### src/rtl/ccff_chain_loader_if.sv
// Bitstream word handshake between the fabric-level source (master) and the
// configuration-chain loader (slave).
interface ccff_chain_loader_if #(
  parameter int WORD_W = 8
) ();
  logic [WORD_W-1:0] bs_data;
  logic              bs_valid;
  logic              bs_ready;

  modport master (output bs_data, output bs_valid, input bs_ready);
  modport slave  (input bs_data, input bs_valid, output bs_ready);
endinterface

### src/rtl/ccff_chain_loader.sv
// Serializes bitstream words LSB-first onto a tile's ccff chain, CHAIN_LEN shifts per load.
// Define CCFF_CHAIN_LOADER_READBACK_EN to add a CRC-checked recirculating verify pass.
//
// state  | meaning
// IDLE   | waiting for start
// FETCH  | bs_ready high, chain held, waiting for a bitstream word
// SHIFT  | config_enable high, one word bit onto ccff_head per cycle
// VERIFY | (readback build) chain recirculated tail->head, CRC of tail compared
// DONE   | one-cycle done pulse, then back to IDLE
module ccff_chain_loader #(
  parameter int CHAIN_LEN = 105,
  parameter int WORD_W    = 8
) (
  input  logic               prog_clock,
  input  logic               prog_reset,
  input  logic               start,
  ccff_chain_loader_if.slave bs,
  output logic               config_enable,
  output logic               ccff_head,
  input  logic               ccff_tail,
  output logic               busy,
  output logic               done,
  output logic               error
);

  localparam int BL_W = $clog2(CHAIN_LEN + 1);
  localparam int NS_W = $clog2(WORD_W + 1);

  typedef enum logic [2:0] {
    S_IDLE   = 3'd0,
    S_FETCH  = 3'd1,
    S_SHIFT  = 3'd2,
    S_VERIFY = 3'd3,
    S_DONE   = 3'd4
  } state_t;

  state_t            state_q, state_d;
  logic [WORD_W-1:0] shreg_q, shreg_d, shreg_nxt;
  logic [BL_W-1:0]   bits_left_q, bits_left_d;
  logic [NS_W-1:0]   nshift_q, nshift_d;
  logic              cfg_en_q, cfg_en_d;
  logic              head_q, head_d;
  logic              ready_q, ready_d;
  logic              busy_q, busy_d;
  logic              done_q, done_d;
  logic              accept, word_last, chain_last;

  assign shreg_nxt  = shreg_q >> 1;
  assign accept     = (state_q == S_FETCH) && bs.bs_valid;
  assign word_last  = (nshift_q == NS_W'(1));
  assign chain_last = (bits_left_q == BL_W'(1));

  // State and registered outputs
  always_ff @(posedge prog_clock) begin
    if (prog_reset) begin
      state_q     <= S_IDLE;
      shreg_q     <= '0;
      bits_left_q <= '0;
      nshift_q    <= '0;
      cfg_en_q    <= 1'b0;
      head_q      <= 1'b0;
      ready_q     <= 1'b0;
      busy_q      <= 1'b0;
      done_q      <= 1'b0;
    end else begin
      state_q     <= state_d;
      shreg_q     <= shreg_d;
      bits_left_q <= bits_left_d;
      nshift_q    <= nshift_d;
      cfg_en_q    <= cfg_en_d;
      head_q      <= head_d;
      ready_q     <= ready_d;
      busy_q      <= busy_d;
      done_q      <= done_d;
    end
  end

  always_comb begin
    state_d = state_q;
    case (state_q)
      S_IDLE:  if (start) state_d = S_FETCH;
      S_FETCH: if (accept) state_d = S_SHIFT;
      S_SHIFT: begin
        if (word_last) begin
          if (chain_last) begin
`ifdef CCFF_CHAIN_LOADER_READBACK_EN
            state_d = S_VERIFY;
`else
            state_d = S_DONE;
`endif
          end else begin
            state_d = S_FETCH;
          end
        end
      end
`ifdef CCFF_CHAIN_LOADER_READBACK_EN
      S_VERIFY: if (chain_last) state_d = S_DONE;
`endif
      S_DONE:  state_d = S_IDLE;
      default: state_d = S_IDLE;
    endcase
  end

  // Outputs are computed for the upcoming state so they register in step with it.
  always_comb begin
    shreg_d     = shreg_q;
    bits_left_d = bits_left_q;
    nshift_d    = nshift_q;
    head_d      = 1'b0;
    ready_d     = (state_d == S_FETCH);
    busy_d      = (state_d != S_IDLE);
    done_d      = (state_d == S_DONE);
    cfg_en_d    = (state_d == S_SHIFT) || (state_d == S_VERIFY);
    case (state_q)
      S_IDLE: begin
        if (start) bits_left_d = BL_W'(CHAIN_LEN);
      end
      S_FETCH: begin
        if (accept) begin
          shreg_d = bs.bs_data;
          head_d  = bs.bs_data[0];
          if (32'(bits_left_q) >= WORD_W) nshift_d = NS_W'(WORD_W);
          else                            nshift_d = NS_W'(bits_left_q);
        end
      end
      S_SHIFT: begin
        shreg_d     = shreg_nxt;
        bits_left_d = bits_left_q - 1'b1;
        nshift_d    = nshift_q - 1'b1;
        if (state_d == S_SHIFT) head_d = shreg_nxt[0];
`ifdef CCFF_CHAIN_LOADER_READBACK_EN
        // bits_left doubles as the recirculation down-counter
        if (word_last && chain_last) bits_left_d = BL_W'(CHAIN_LEN);
`endif
      end
`ifdef CCFF_CHAIN_LOADER_READBACK_EN
      S_VERIFY: bits_left_d = bits_left_q - 1'b1;
`endif
      default: ;
    endcase
  end

  assign config_enable = cfg_en_q;
  assign bs.bs_ready   = ready_q;
  assign busy          = busy_q;
  assign done          = done_q;

`ifdef CCFF_CHAIN_LOADER_READBACK_EN
  logic [7:0] crc_tx_q, crc_rx_q;
  logic       error_q;

  function automatic logic [7:0] crc8_step(input logic [7:0] crc, input logic bit_in);
    logic fb;
    fb = crc[7] ^ bit_in;
    return {crc[6:0], 1'b0} ^ (fb ? 8'h07 : 8'h00);
  endfunction

  always_ff @(posedge prog_clock) begin
    if (prog_reset) begin
      crc_tx_q <= 8'h00;
      crc_rx_q <= 8'h00;
      error_q  <= 1'b0;
    end else begin
      case (state_q)
        S_IDLE: begin
          if (start) begin
            crc_tx_q <= 8'h00;
            crc_rx_q <= 8'h00;
            error_q  <= 1'b0;
          end
        end
        S_SHIFT:  crc_tx_q <= crc8_step(crc_tx_q, head_q);
        S_VERIFY: begin
          crc_rx_q <= crc8_step(crc_rx_q, ccff_tail);
          if (chain_last && (crc8_step(crc_rx_q, ccff_tail) != crc_tx_q)) error_q <= 1'b1;
        end
        default: ;
      endcase
    end
  end

  // Recirculation must be combinational so CHAIN_LEN shifts restore the chain exactly.
  assign ccff_head = (state_q == S_VERIFY) ? ccff_tail : head_q;
  assign error     = error_q;
`else
  logic tail_unused;
  assign tail_unused = ccff_tail;
  assign ccff_head   = head_q;
  assign error       = 1'b0;
`endif

endmodule

### src/flat_wrapper.sv
// flat-port wrapper written by rule: the top's interface ports become plain ports
module ccff_chain_loader_flat 
#(
  parameter int CHAIN_LEN = 105,
  parameter int WORD_W    = 8
)
  (prog_clock, prog_reset, start, config_enable, ccff_head, ccff_tail, busy, done, error, bs_bs_data, bs_bs_valid, bs_bs_ready);
  ccff_chain_loader_if #(.WORD_W(WORD_W)) bs_i ();
  input  logic prog_clock;
  input  logic prog_reset;
  input  logic start;
  output logic config_enable;
  output logic ccff_head;
  input  logic ccff_tail;
  output logic busy;
  output logic done;
  output logic error;
  input wire logic [$bits(bs_i.bs_data)-1:0] bs_bs_data;
  input wire logic [$bits(bs_i.bs_valid)-1:0] bs_bs_valid;
  output wire logic [$bits(bs_i.bs_ready)-1:0] bs_bs_ready;
  assign bs_i.bs_data = bs_bs_data;
  assign bs_i.bs_valid = bs_bs_valid;
  assign bs_bs_ready = bs_i.bs_ready;
  ccff_chain_loader #(.CHAIN_LEN(CHAIN_LEN), .WORD_W(WORD_W)) u_core (.prog_clock(prog_clock), .prog_reset(prog_reset), .start(start), .bs(bs_i), .config_enable(config_enable), .ccff_head(ccff_head), .ccff_tail(ccff_tail), .busy(busy), .done(done), .error(error));
endmodule
### config.mk
export PLATFORM = sky130hd
export DESIGN_NAME = ccff_chain_loader_flat
export DESIGN_NICKNAME = d
export VERILOG_FILES = /design/src/rtl/ccff_chain_loader_if.sv /design/src/rtl/ccff_chain_loader.sv /design/src/flat_wrapper.sv
export SDC_FILE = /design/constraint.sdc
export NUM_CORES = 1
export LEC_CHECK = 0
export BUFFER_PORTS_ARGS = -buffer_cell sky130_fd_sc_hd__buf_2
export CAP_MARGIN = 20
export CORE_MARGIN = 2
export CORE_UTILIZATION = 35
export CTS_CLUSTER_SIZE = 24
export DETAILED_ROUTE_END_ITERATION = 10
export GPL_TIMING_DRIVEN = 0
export HOLD_SLACK_MARGIN = 0.02
export RECOVER_POWER = 100
export REMOVE_ABC_BUFFERS = 1
export SYNTH_ARGS = -nofsm -noshare
export SYNTH_HDL_FRONTEND = slang
export SYNTH_SLANG_ARGS = --single-unit
### constraint.sdc
create_clock -name prog_clock -period 2.2 [get_ports prog_clock]
set_clock_uncertainty 0.15 [all_clocks]
set_input_delay 0.33 -clock prog_clock [delete_from_list [all_inputs] [get_ports prog_clock]]
set_output_delay 0.33 -clock prog_clock [all_outputs]
set_load 0.05 [all_outputs]
Yosys cells after proc, flatten, opt, wreduce, memory -nomap -nowiden
Index checks and enable logic that the tools add are counted.
Storage, ports and cells
  register bits after elaboration: 27
  bits in writable memories: 0
  memory bits (read-only): 0
  memories: 0
  bits in latches: 0
  word-level logic and storage cells: 45
Cells by class
  reduce and logical (&&, ||, !) cells: 8
  bitwise logic cells: 0
  multipliers: 0
  $lt $le $gt $ge: 1
  equal/unequal tests: 10
  div/mod/pow operators: 0
  shift operators: 0
  mux-type cells: 15
  add/subtract/negate cells: 2
Operator list (number)
  8-bit case mux with 2 select lines: 1
  7-bit case mux with 2 select lines: 1
  3-bit 2-to-1 mux: 4
  3-bit by 2-bit == test with 1-bit output (second input constant): 3
  3-bit case mux with 3 select lines: 1
  4-bit 2-to-1 mux: 2
  8-bit 2-to-1 mux: 1
  4-bit case mux with 2 select lines: 1
  7-bit by 1-bit == test with 1-bit output (second input constant): 1
  7-bit by 4-bit >= comparator with 1-bit output (second input constant): 1
  7-bit 2-to-1 mux: 1
  7-bit by 1-bit subtractor with 7-bit output (second input constant): 1
  3-bit by 1-bit == test with 1-bit output (second input constant): 2
  4-bit by 1-bit == test with 1-bit output (second input constant): 1
  2-bit AND reduction: 2
  2-bit nonzero test: 2
  4-bit by 1-bit subtractor with 4-bit output (second input constant): 1
  3-bit == test (second input constant): 1
  3-bit zero test: 1
  3-bit nonzero test: 1
  1-bit 2-to-1 mux: 2
  2-bit by 1-bit != test with 1-bit output (second input constant): 1
  2-bit != test (second input constant): 1
  1-bit case mux with 2 select lines: 1
  2 further kinds: 2

Longest topological paths before layout
Gate-level depths: netlist of run 1.
  depth after elaboration: 7
  depth in mapped cells: 6
  mapped depth without buffers: 6

Worst setup path after synthesis of run 1
No wires, ideal clock.
  path type: reg-to-reg
  from: register u_core.state_q[1]
  to: register u_core.nshift_q[3]
  path slack: 0.357 ns
  data required time: 1.976 ns
  stages on the path, launching flop included: 6
  data arrival time: 1.619 ns
  path buffers: 1
  path through: dfxtp_1 or3b_1 clkbuf_2 or4_1 or2_0 a31oi_1
On the way
  cells in the longest elaborated chain, start to end: 4
  elaborated cells on any way between the ends: 7
  classes of those cells: eq/ne: 3; mux: 1; reduce/logical: 3
RTL lines
  start, declared: line ccff_chain_loader.sv:37  | state_t state_q, state_d;
  start signal, assigned: line ccff_chain_loader.sv:66  | state_q <= state_d;
  3-bit by 1-bit == test with 1-bit output: line ccff_chain_loader.sv:49, ccff_chain_loader.sv:114
  1-bit logical AND: line ccff_chain_loader.sv:49  | assign accept = (state_q == S_FETCH) && bs.bs_valid;
  2-bit by 1-bit != test with 1-bit output (no line)
  2-bit AND reduction (no line)
  end signal, assigned: line ccff_chain_loader.sv:69  | nshift_q <= nshift_d;
  end, declared: line ccff_chain_loader.sv:40  | logic [NS_W-1:0] nshift_q, nshift_d;
Several ways; a longest one is shown, not always the timed one.
A chain may end at the register's enable or synchronous reset.

Final worst setup path of run 1
  from: register u_core.state_q[0]
  to: register u_core.nshift_q[3]
The elaborated chain is that of the path after synthesis.

==> impl_summary.txt, run 1 <==
----------------------------------------------------
[Synth]
  Top_reg_cell synth ... dfxtp_1
  Post-synthesis cell count ... around 140
  Share of synthesized registers carrying an async set or reset ... 0%
  Area fraction in compound gates after synthesis ... between 10% and 20%
  Yosys warning count ... 0
  Fraction of synthesized area in multiplexers ... roughly 1.7%
  Basic-gate share of the synthesized area counting and, or, nand and nor cells ... roughly 29%
  EDFF count, synth ... 0
  Post-synthesis adder-cell area fraction ... between 5 and 6%
  Post-Synth XOR/XNOR Area ... less than 1%
  Register bit total from synthesis ... 26
  Post-synthesis instance area ... ~0.0012 mm²
  Combinational family with the most area after synthesis ... simple AND/OR/NAND/NOR gates
  Count of unique library cells instantiated by Yosys ... 38
  Share of the yosys chip area belonging to registers ... a little over two fifths
  Avg Cell Area, Syn ... between 8 and 9 µm²

[Detailed routing]
  Count of vias placed by the detailed router ... about 1000
  Number of DRC markers in iteration 0 ... 37
  Remaining antenna violation count after routing ... 0
  Number of detailed-routing iterations run before antenna repair ... 4
  Total detailed-routing wirelength ... around 2500 µm
  WL per Instance ... around 13 µm
  Detail-routed via count per cell ... a little over 5
  Post-route DRC ... 0

[Hold path]
  Cells on Worst Hold Path ... 3
  Startpoint of the lowest-slack hold path ... bs_bs_data[0]
  Hold/Removal Path Class ... input port to register
  Worst min-delay path endpoint ... u_core.ccff_head$_SDFF_PP0_

[Timing]
  Tmin final ... 2.07 ns
  Worst Max-Slew Pin Slew ... between 0.6 and 0.7 ns
  Unrepaired setup endpoints after global routing ... false
  Count of final setup violators ... 0
  Tcrit/Tclk final ... between 90 and 100%
  Final count of pins violating max slew ... 0
  Worst hold slack ... between 0.09 and 0.1 ns
  Worst rel slew slack ... 59.9%
  Number of hold violations in the final report ... 0
  Fmax ... around 480 MHz

[Final layout]
  Layout overhead on the synthesized area ... 13.1%
  # nets final ... ~170
  Fraction of final layout cells with drive strength greater than 1 ... between 10% and 20%
  Final antenna diode count ... 0

[Setup path]
  Depth of the worst register-to-register path ... 4
  Worst setup EP type ... register
  Required @ worst endpoint ... around 2.3 ns
  Type of the setup path with the least slack ... register to register
  Highest fanout seen on the critical path ... 12
  Minimum setup slack among reg-to-reg paths ... around 0.13 ns
  Kind of cell with the highest combined delay on the critical path ... simple AND/OR/NAND/NOR gates
  Category of the worst setup path launch point ... register
  Maximum single-stage delay on the critical path ... ~0.56 ns
  Arrival time at the worst endpoint ... 2.18 ns
  Crit Reg-Reg Endpoint ... u_core.nshift_q[3]$_SDFFE_PP0P_
  Cell-by-cell trace of the critical path ... or3b_1, or4_1, or2_0, a31oi_1
  Worst setup startpoint ... u_core.state_q[0]$_SDFF_PP0_
  Total buffers and inverters traversed by the critical path ... 0
  Critical R2R Launch ... u_core.state_q[0]$_SDFF_PP0_
  Critical-path top delay cell ... or3b_1

[Clock tree]
  Htree depth ... 1
  Clock tree buffer depth ... 2
  Number of buffers created by CTS ... 3
  Clock sink count ... 26
  Number of buffers inserted by hold repair at cts ... 0
  TritonCTS clock tree ... done
  Post-CTS Repair Setup Buffers ... 0
  Clk pin slew, worst setup/hold paths ... roughly 0.14 ns
  Clk Tree Root Cell ... clkbuf_4
  Source-to-sink clock delay at the later pin of the worst-skew pair ... about 0.32 ns
  Post-CTS resize count ... 0

[Floorplanning]
  Top-level I/O count ... 19
  Initial cell density of the core ... roughly 36%
  Site Rows ... 21
  Standard cell core area ... between 0.003 and 0.004 mm²
  Die area ... ~0.0039 mm²
  DIE WIDTH ... approximately 62 µm
  Die span in y ... 62.5 µm

[Global route]
  Total routing resource utilization after global routing ... between 10 and 15%
  Largest net degree at the start of global routing ... 29
  First-pass GRT wire length ... roughly 4400 µm
  Via count of the first global-routing pass ... 967
  Total grt overflow ... 0
  Number of antenna violations at the first check in global routing ... 0

[Status]
  Result of the run ... finished clean

[Place]
  Weighted congestion reported at the end of routability-driven placement ... slightly below 0.8
  Quantity of I/O buffers inserted on ports ... 16
  Total half-perimeter wirelength after legalization and detailed placement ... approximately 1800 µm

[Pwr]
  Power density over the cells ... 747 mW/mm²
  Leakage power ... a little over 0.5 nW
  Post-layout total power ... ~1 mW
  Max IR drop VDD ... 0.000382 V

[Flow run]
  Max-capacitance violation count ... 0

----------------------------------------------------
[cell families after synthesis]
| family | count (synthesis) |
|---|---|
| compound gates | 26 |
| xor+xnor | 1 |
| fa+ha+maj | 5 |
| buf+inv | 15 |
| flops | 26 |
| mux | 2 |
| other cells | 1 |
| simple gates | 63 |
[tightest hold or removal path: cells and delay by family]
| kind | cells | cell delay (ns) |
|---|---|---|
| AOI/OAI and AO/OA | 1 | 0.06 |
| buffers and inverters | 1 | 0.08 |
| and+or+nand+nor | 1 | 0.07 |
[cell usage after synthesis, types with 2 or more instances]
library cell	count	area, µm²
dfxtp_1	26	521
a31oi_1	2	12.5
nand3b_1	3	22.5
nor2_1	19	71.3
ha_1	5	62.6
mux2i_1	2	20.0
a22oi_1	6	45.0
nand3_1	4	20.0
or4_1	2	15.0
inv_1	6	22.5
a211oi_1	4	30.0
nand2_1	9	33.8
a21oi_1	8	40.0
a311oi_1	2	17.5
nor3b_1	2	15.0
o22ai_1	3	18.8
clkbuf_1	5	18.8
nor3_1	11	55.1
[cell type report]
| class | instances | area [µm²] |
|---|---|---|
| fill | 351 | 1960 |
| multi-input combinational | 98 | 619 |
| sequential | 26 | 520 |
| timing repair buffer | 18 | 81.3 |
| tap | 46 | 57.6 |
| clock inverter | 1 | 30.0 |
| clock buffer | 3 | 22.5 |
| inverter | 6 | 22.5 |
[sequential cells by signal, summed over array words and instances, names as in the netlist]
name,count
u_core.bits_left_q,7
u_core.state_q,3
u_core.bs.bs_ready,1
u_core.shreg_q,7
u_core.config_enable,1
u_core.done,1
u_core.nshift_q,4
u_core.busy,1
u_core.ccff_head,1
[how the worst max path moves through the flow]
stage / endpoint / slack, ns / cells after the start
2_1_floorplan: u_core.shreg_q[7]$_SDFFE_PP0P_ / 0.34 / 4
3_3_place_gp: u_core.shreg_q[7]$_SDFFE_PP0P_ / -0.15 / 4
3_5_place_dp: u_core.bits_left_q[5]$_SDFFE_PP0P_ / 0.14 / 3
4_1_cts: u_core.bits_left_q[5]$_SDFFE_PP0P_ / 0.1 / 3
5_1_grt: u_core.nshift_q[3]$_SDFFE_PP0P_ / 0.05 / 4
6_report: u_core.nshift_q[3]$_SDFFE_PP0P_ / 0.13 / 4
[metal layers]
metal | routed length (µm) | track usage [%] | vias to the layer above
li1 | - | - | 526
met1 | 1220 | 17.6 | 475
met2 | 1200 | 23.1 | 12
met3 | 44 | 2.16 | 2
met4 | 22 | 4.17 | 0
met5 | 0 | 0 | -
[cells in the final DEF (no fill, tap or decap), types with 2 or more instances in the layout]
cell / n
dfxtp_1: 26
nor2_1: 19
nor3_1: 11
buf_2: 11
nand2_1: 9
a21oi_1: 8
clkbuf_1: 7
inv_1: 6
a22oi_1: 6
ha_1: 5
a211oi_1: 4
nand3_1: 4
nand3b_1: 3
o22ai_1: 3
clkbuf_4: 3
or4_1: 2
mux2i_1: 2
a311oi_1: 2
a31oi_1: 2
[report_power, final]
group	switching (mW)	leakage, nW	internal, mW
Combinational	0.0972	0.263	0.0593
Sequential	0.0294	0.213	0.502
Clock	0.139	0.0279	0.184
Total	0.266	0.504	0.746
[stage by stage]
stage / instance area [µm²] / setup TNS [ns] / cells / setup WS [ns] / utilization (%)
after floorplan: 1160 / 0 / 130 / 0.335 / -
after global placement: 1290 / -0.473 / 192 / -0.152 / 39.1
after detailed placement: 1300 / 0 / 193 / 0.142 / 39.3
final: 1350 / 0 / 198 / 0.128 / 40.9
after global routing: 1350 / 0 / 198 / 0.0495 / 40.9
after CTS: 1360 / 0 / 197 / 0.0951 / 40.9
Note: power is estimated with default switching activity, not from simulation.
==> run 2, diff against run 1 <==
--- a/config.mk
+++ b/config.mk
@@ -7,12 +7,15 @@
 export LEC_CHECK = 0
 export BUFFER_PORTS_ARGS = -buffer_cell sky130_fd_sc_hd__buf_2
 export CAP_MARGIN = 20
+export CELL_PAD_IN_SITES_DETAIL_PLACEMENT = 2
+export CELL_PAD_IN_SITES_GLOBAL_PLACEMENT = 2
 export CORE_MARGIN = 2
-export CORE_UTILIZATION = 35
+export CORE_UTILIZATION = 32
 export CTS_CLUSTER_SIZE = 24
 export DETAILED_ROUTE_END_ITERATION = 10
 export GPL_TIMING_DRIVEN = 0
 export HOLD_SLACK_MARGIN = 0.02
+export PLACE_DENSITY_LB_ADDON = 0.1
 export RECOVER_POWER = 100
 export REMOVE_ABC_BUFFERS = 1
 export SYNTH_ARGS = -nofsm -noshare
==> impl_summary.txt, run 2 (synthesis results as in run 1) <==
----------------------------------------------------
[Place]
  Total half-perimeter wirelength after legalization and detailed placement ... 2420 µm (+36%)
  Weighted congestion reported at the end of routability-driven placement ... 0.752 (-3.9%)
  Placement-stage worst setup slack ... 0.108 ns (-0.0337 ns)
  Quantity of I/O buffers inserted on ports ... 16 (unchanged)

[Timing]
  Number of hold violations in the final report ... 0 (unchanged)
  Tmin final ... 2.04 ns (-0.0372 ns)
  Worst rel slew slack ... 52.1% (-7.8 points)
  Final TNS setup ... 0 ns (unchanged)
  Tcrit/Tclk final ... 92.5% (-1.7 points)
  Unrepaired setup endpoints after global routing ... false
  Count of final setup violators ... 0 (unchanged)
  Fmax ... 491 MHz (+1.8%)
  Worst-case setup margin in the final layout ... 0.165 ns (+0.0372 ns)
  Worst Max-Slew Pin Slew ... 0.708 ns (+0.104 ns)
  Final count of pins violating max slew ... 0 (unchanged)

[Global route]
  Total routing resource utilization after global routing ... 16.4% (+2.8 points)
  Total grt overflow ... 0 (unchanged)
  Number of antenna violations at the first check in global routing ... 0 (unchanged)
  Via count of the first global-routing pass ... 1155 (+19%)
  Largest net degree at the start of global routing ... 29 (unchanged)
  First-pass GRT wire length ... 5420 µm (+24%)

[Detailed routing]
  Post-route DRC ... 0 (unchanged)
  Remaining antenna violation count after routing ... 0 (unchanged)
  Number of detailed-routing iterations run before antenna repair ... 3 (-1)
  Detail-routed via count per cell ... 5.28 (+3.0%)
  Met2 layer wire length in the routed design ... 1530 µm (+28%)
  WL per Instance ... 15.7 µm (+25%)
  Top sig layer ... met4
  Routed met3 length ... 65 µm (+48%)
  Total detailed-routing wirelength ... 3150 µm (+27%)
  Met1 layer wirelength in the final routing ... 1500 µm (+23%)
  Number of DRC markers in iteration 0 ... 29 (-22%)
  Count of vias placed by the detailed router ... 1056 (+4.0%)

[Clock tree]
  Clk Tree Root Cell ... clkbuf_8
  Htree depth ... 1 (unchanged)
  Clock tree buffer depth ... 2 (unchanged)
  Clk pin slew, worst setup/hold paths ... 0.09 ns (-0.05 ns)
  Source-to-sink clock delay at the later pin of the worst-skew pair ... 0.27 ns (-0.05 ns)
  Number of buffers inserted by hold repair at cts ... 0 (unchanged)
  Number of buffers created by CTS ... 3 (unchanged)
  Post-CTS Repair Setup Buffers ... 0 (unchanged)
  TritonCTS clock tree ... done
  Clock sink count ... 26 (unchanged)
  Post-CTS resize count ... 0 (unchanged)

[Setup path]
  Arrival time at the worst endpoint ... 2.09 ns (-0.09 ns)
  Minimum setup slack among reg-to-reg paths ... 0.16 ns (+0.04 ns)
  Maximum single-stage delay on the critical path ... 0.51 ns (-0.05 ns)
  Cell-by-cell trace of the critical path ... or3b_4, or4_1, or2_0, a31oi_1
  Depth of the worst register-to-register path ... 4 (unchanged)
  Worst setup EP type ... register
  Crit Reg-Reg Endpoint ... u_core.nshift_q[3]$_SDFFE_PP0P_
  Highest fanout seen on the critical path ... 12 (unchanged)
  Category of the worst setup path launch point ... register
  Required @ worst endpoint ... 2.25 ns (-0.06 ns)
  Critical R2R Launch ... u_core.state_q[0]$_SDFF_PP0_
  Critical-path top delay cell ... or3b_4
  Type of the setup path with the least slack ... register to register

[Pwr]
  Post-layout total power ... 1.10 mW (+8.5%)
  Leakage power ... 0.524 nW (+4.0%)
  Max IR drop VDD ... 0.000273 V (-29%)
  Power density over the cells ... 794 mW/mm² (+6.2%)

[Floorplanning]
  Standard cell core area ... 0.00363 mm² (+9.8%)
  Initial cell density of the core ... 33.0% (-3.2 points)
  DIE WIDTH ... 65.2 µm (+4.3%)
  Top-level I/O count ... 19 (unchanged)
  Die area ... 0.00425 mm² (+8.8%)
  Site Rows ... 22 (+4.8%)
  Die span in y ... 65.2 µm (+4.3%)

[Final layout]
  Fraction of final layout cells with drive strength greater than 1 ... 13.8% (+1.3 points)
  Final antenna diode count ... 0 (unchanged)
  # nets final ... 171 (unchanged)
  Layout overhead on the synthesized area ... 15.5%
  Commonest cells after routing, fill and taps aside ... dfxtp_1 (26), nor2_1 (19), buf_2 (12)
  Largest registers in the final layout ... u_core.bits_left_q x7, u_core.shreg_q x7, u_core.nshift_q x4
  Most common cell after layout, fill and taps aside ... dfxtp_1

[Hold path]
  Startpoint of the lowest-slack hold path ... bs_bs_data[7]
  Hold/Removal Path Class ... input port to register
  Cells on Worst Hold Path ... 3 (unchanged)
  Worst min-delay path endpoint ... u_core.shreg_q[7]$_SDFFE_PP0P_

[Flow run]
  Max-capacitance violation count ... 0 (unchanged)

[Status]
  Result of the run ... finished clean

----------------------------------------------------
==> run 2: cell type report <==
| class | instances | area (µm²) |
|---|---|---|
| Sequential cell | 26 | 520 |
| Clock buffer | 3 | 41.3 |
| Clock inverter | 1 | 30.0 |
| Inverter | 6 | 22.5 |
| Multi-Input combinational cell | 98 | 622 |
| Tap cell | 48 | 60.1 |
| Timing Repair Buffer | 18 | 86.3 |
| Fill cell | 440 | 2250 |
==> run 2: how the worst max path moves through the flow <==
stage / start / endpoint / slack, ns / cells past startpoint
finish: u_core.state_q[0]$_SDFF_PP0_ / u_core.nshift_q[3]$_SDFFE_PP0P_ / 0.16 / 4
floorplan: u_core.state_q[0]$_SDFF_PP0_ / u_core.shreg_q[7]$_SDFFE_PP0P_ / 0.34 / 4
CTS: u_core.state_q[0]$_SDFF_PP0_ / u_core.nshift_q[3]$_SDFFE_PP0P_ / 0.08 / 4
global placement: u_core.state_q[1]$_SDFF_PP0_ / u_core.shreg_q[7]$_SDFFE_PP0P_ / -0.23 / 4
global route: u_core.state_q[0]$_SDFF_PP0_ / u_core.bits_left_q[5]$_SDFFE_PP0P_ / 0.03 / 4
detailed placement: u_core.state_q[0]$_SDFF_PP0_ / u_core.nshift_q[3]$_SDFFE_PP0P_ / 0.11 / 4
==> run 2: metal layers <==
| layer | vias to the layer above | GRT usage (%) |
|---|---|---|
| met4 | 0 | 6.25 |
| met2 | 11 | 27.6 |
| li1 | 519 | - |
| met3 | 4 | 2.74 |
| met5 | - | 0 |
| met1 | 522 | 21.1 |
==> run 2: worst max-delay path: cells and delay by family (launching register included) <==
kind / cells / cell delay [ns]
flip-flops: 1 / 0.46
AO/OA/AOI/OAI: 1 / 0.16
AND/OR/NAND/NOR: 3 / 1.20
==> run 2: power by group <==
group	internal (mW)	leakage, nW	switching (mW)
logic	0.0615	0.276	0.103
clock network	0.243	0.0357	0.155
registers	0.502	0.213	0.0324
total	0.807	0.524	0.291
==> run 2: metrics by stage <==
stage / hold slack, ns / std cells / utilization, % / instance area, µm²
3_5_place_dp: 0.307 / 196 / 36.1 / 1310
3_3_place_gp: 0.296 / 194 / 35.7 / 1300
2_1_floorplan: 0.249 / 130 / - / 1160
6_report: 0.165 / 200 / 38.1 / 1380
4_1_cts: 0.164 / 200 / 38.0 / 1380
5_1_grt: 0.172 / 200 / 38.1 / 1380
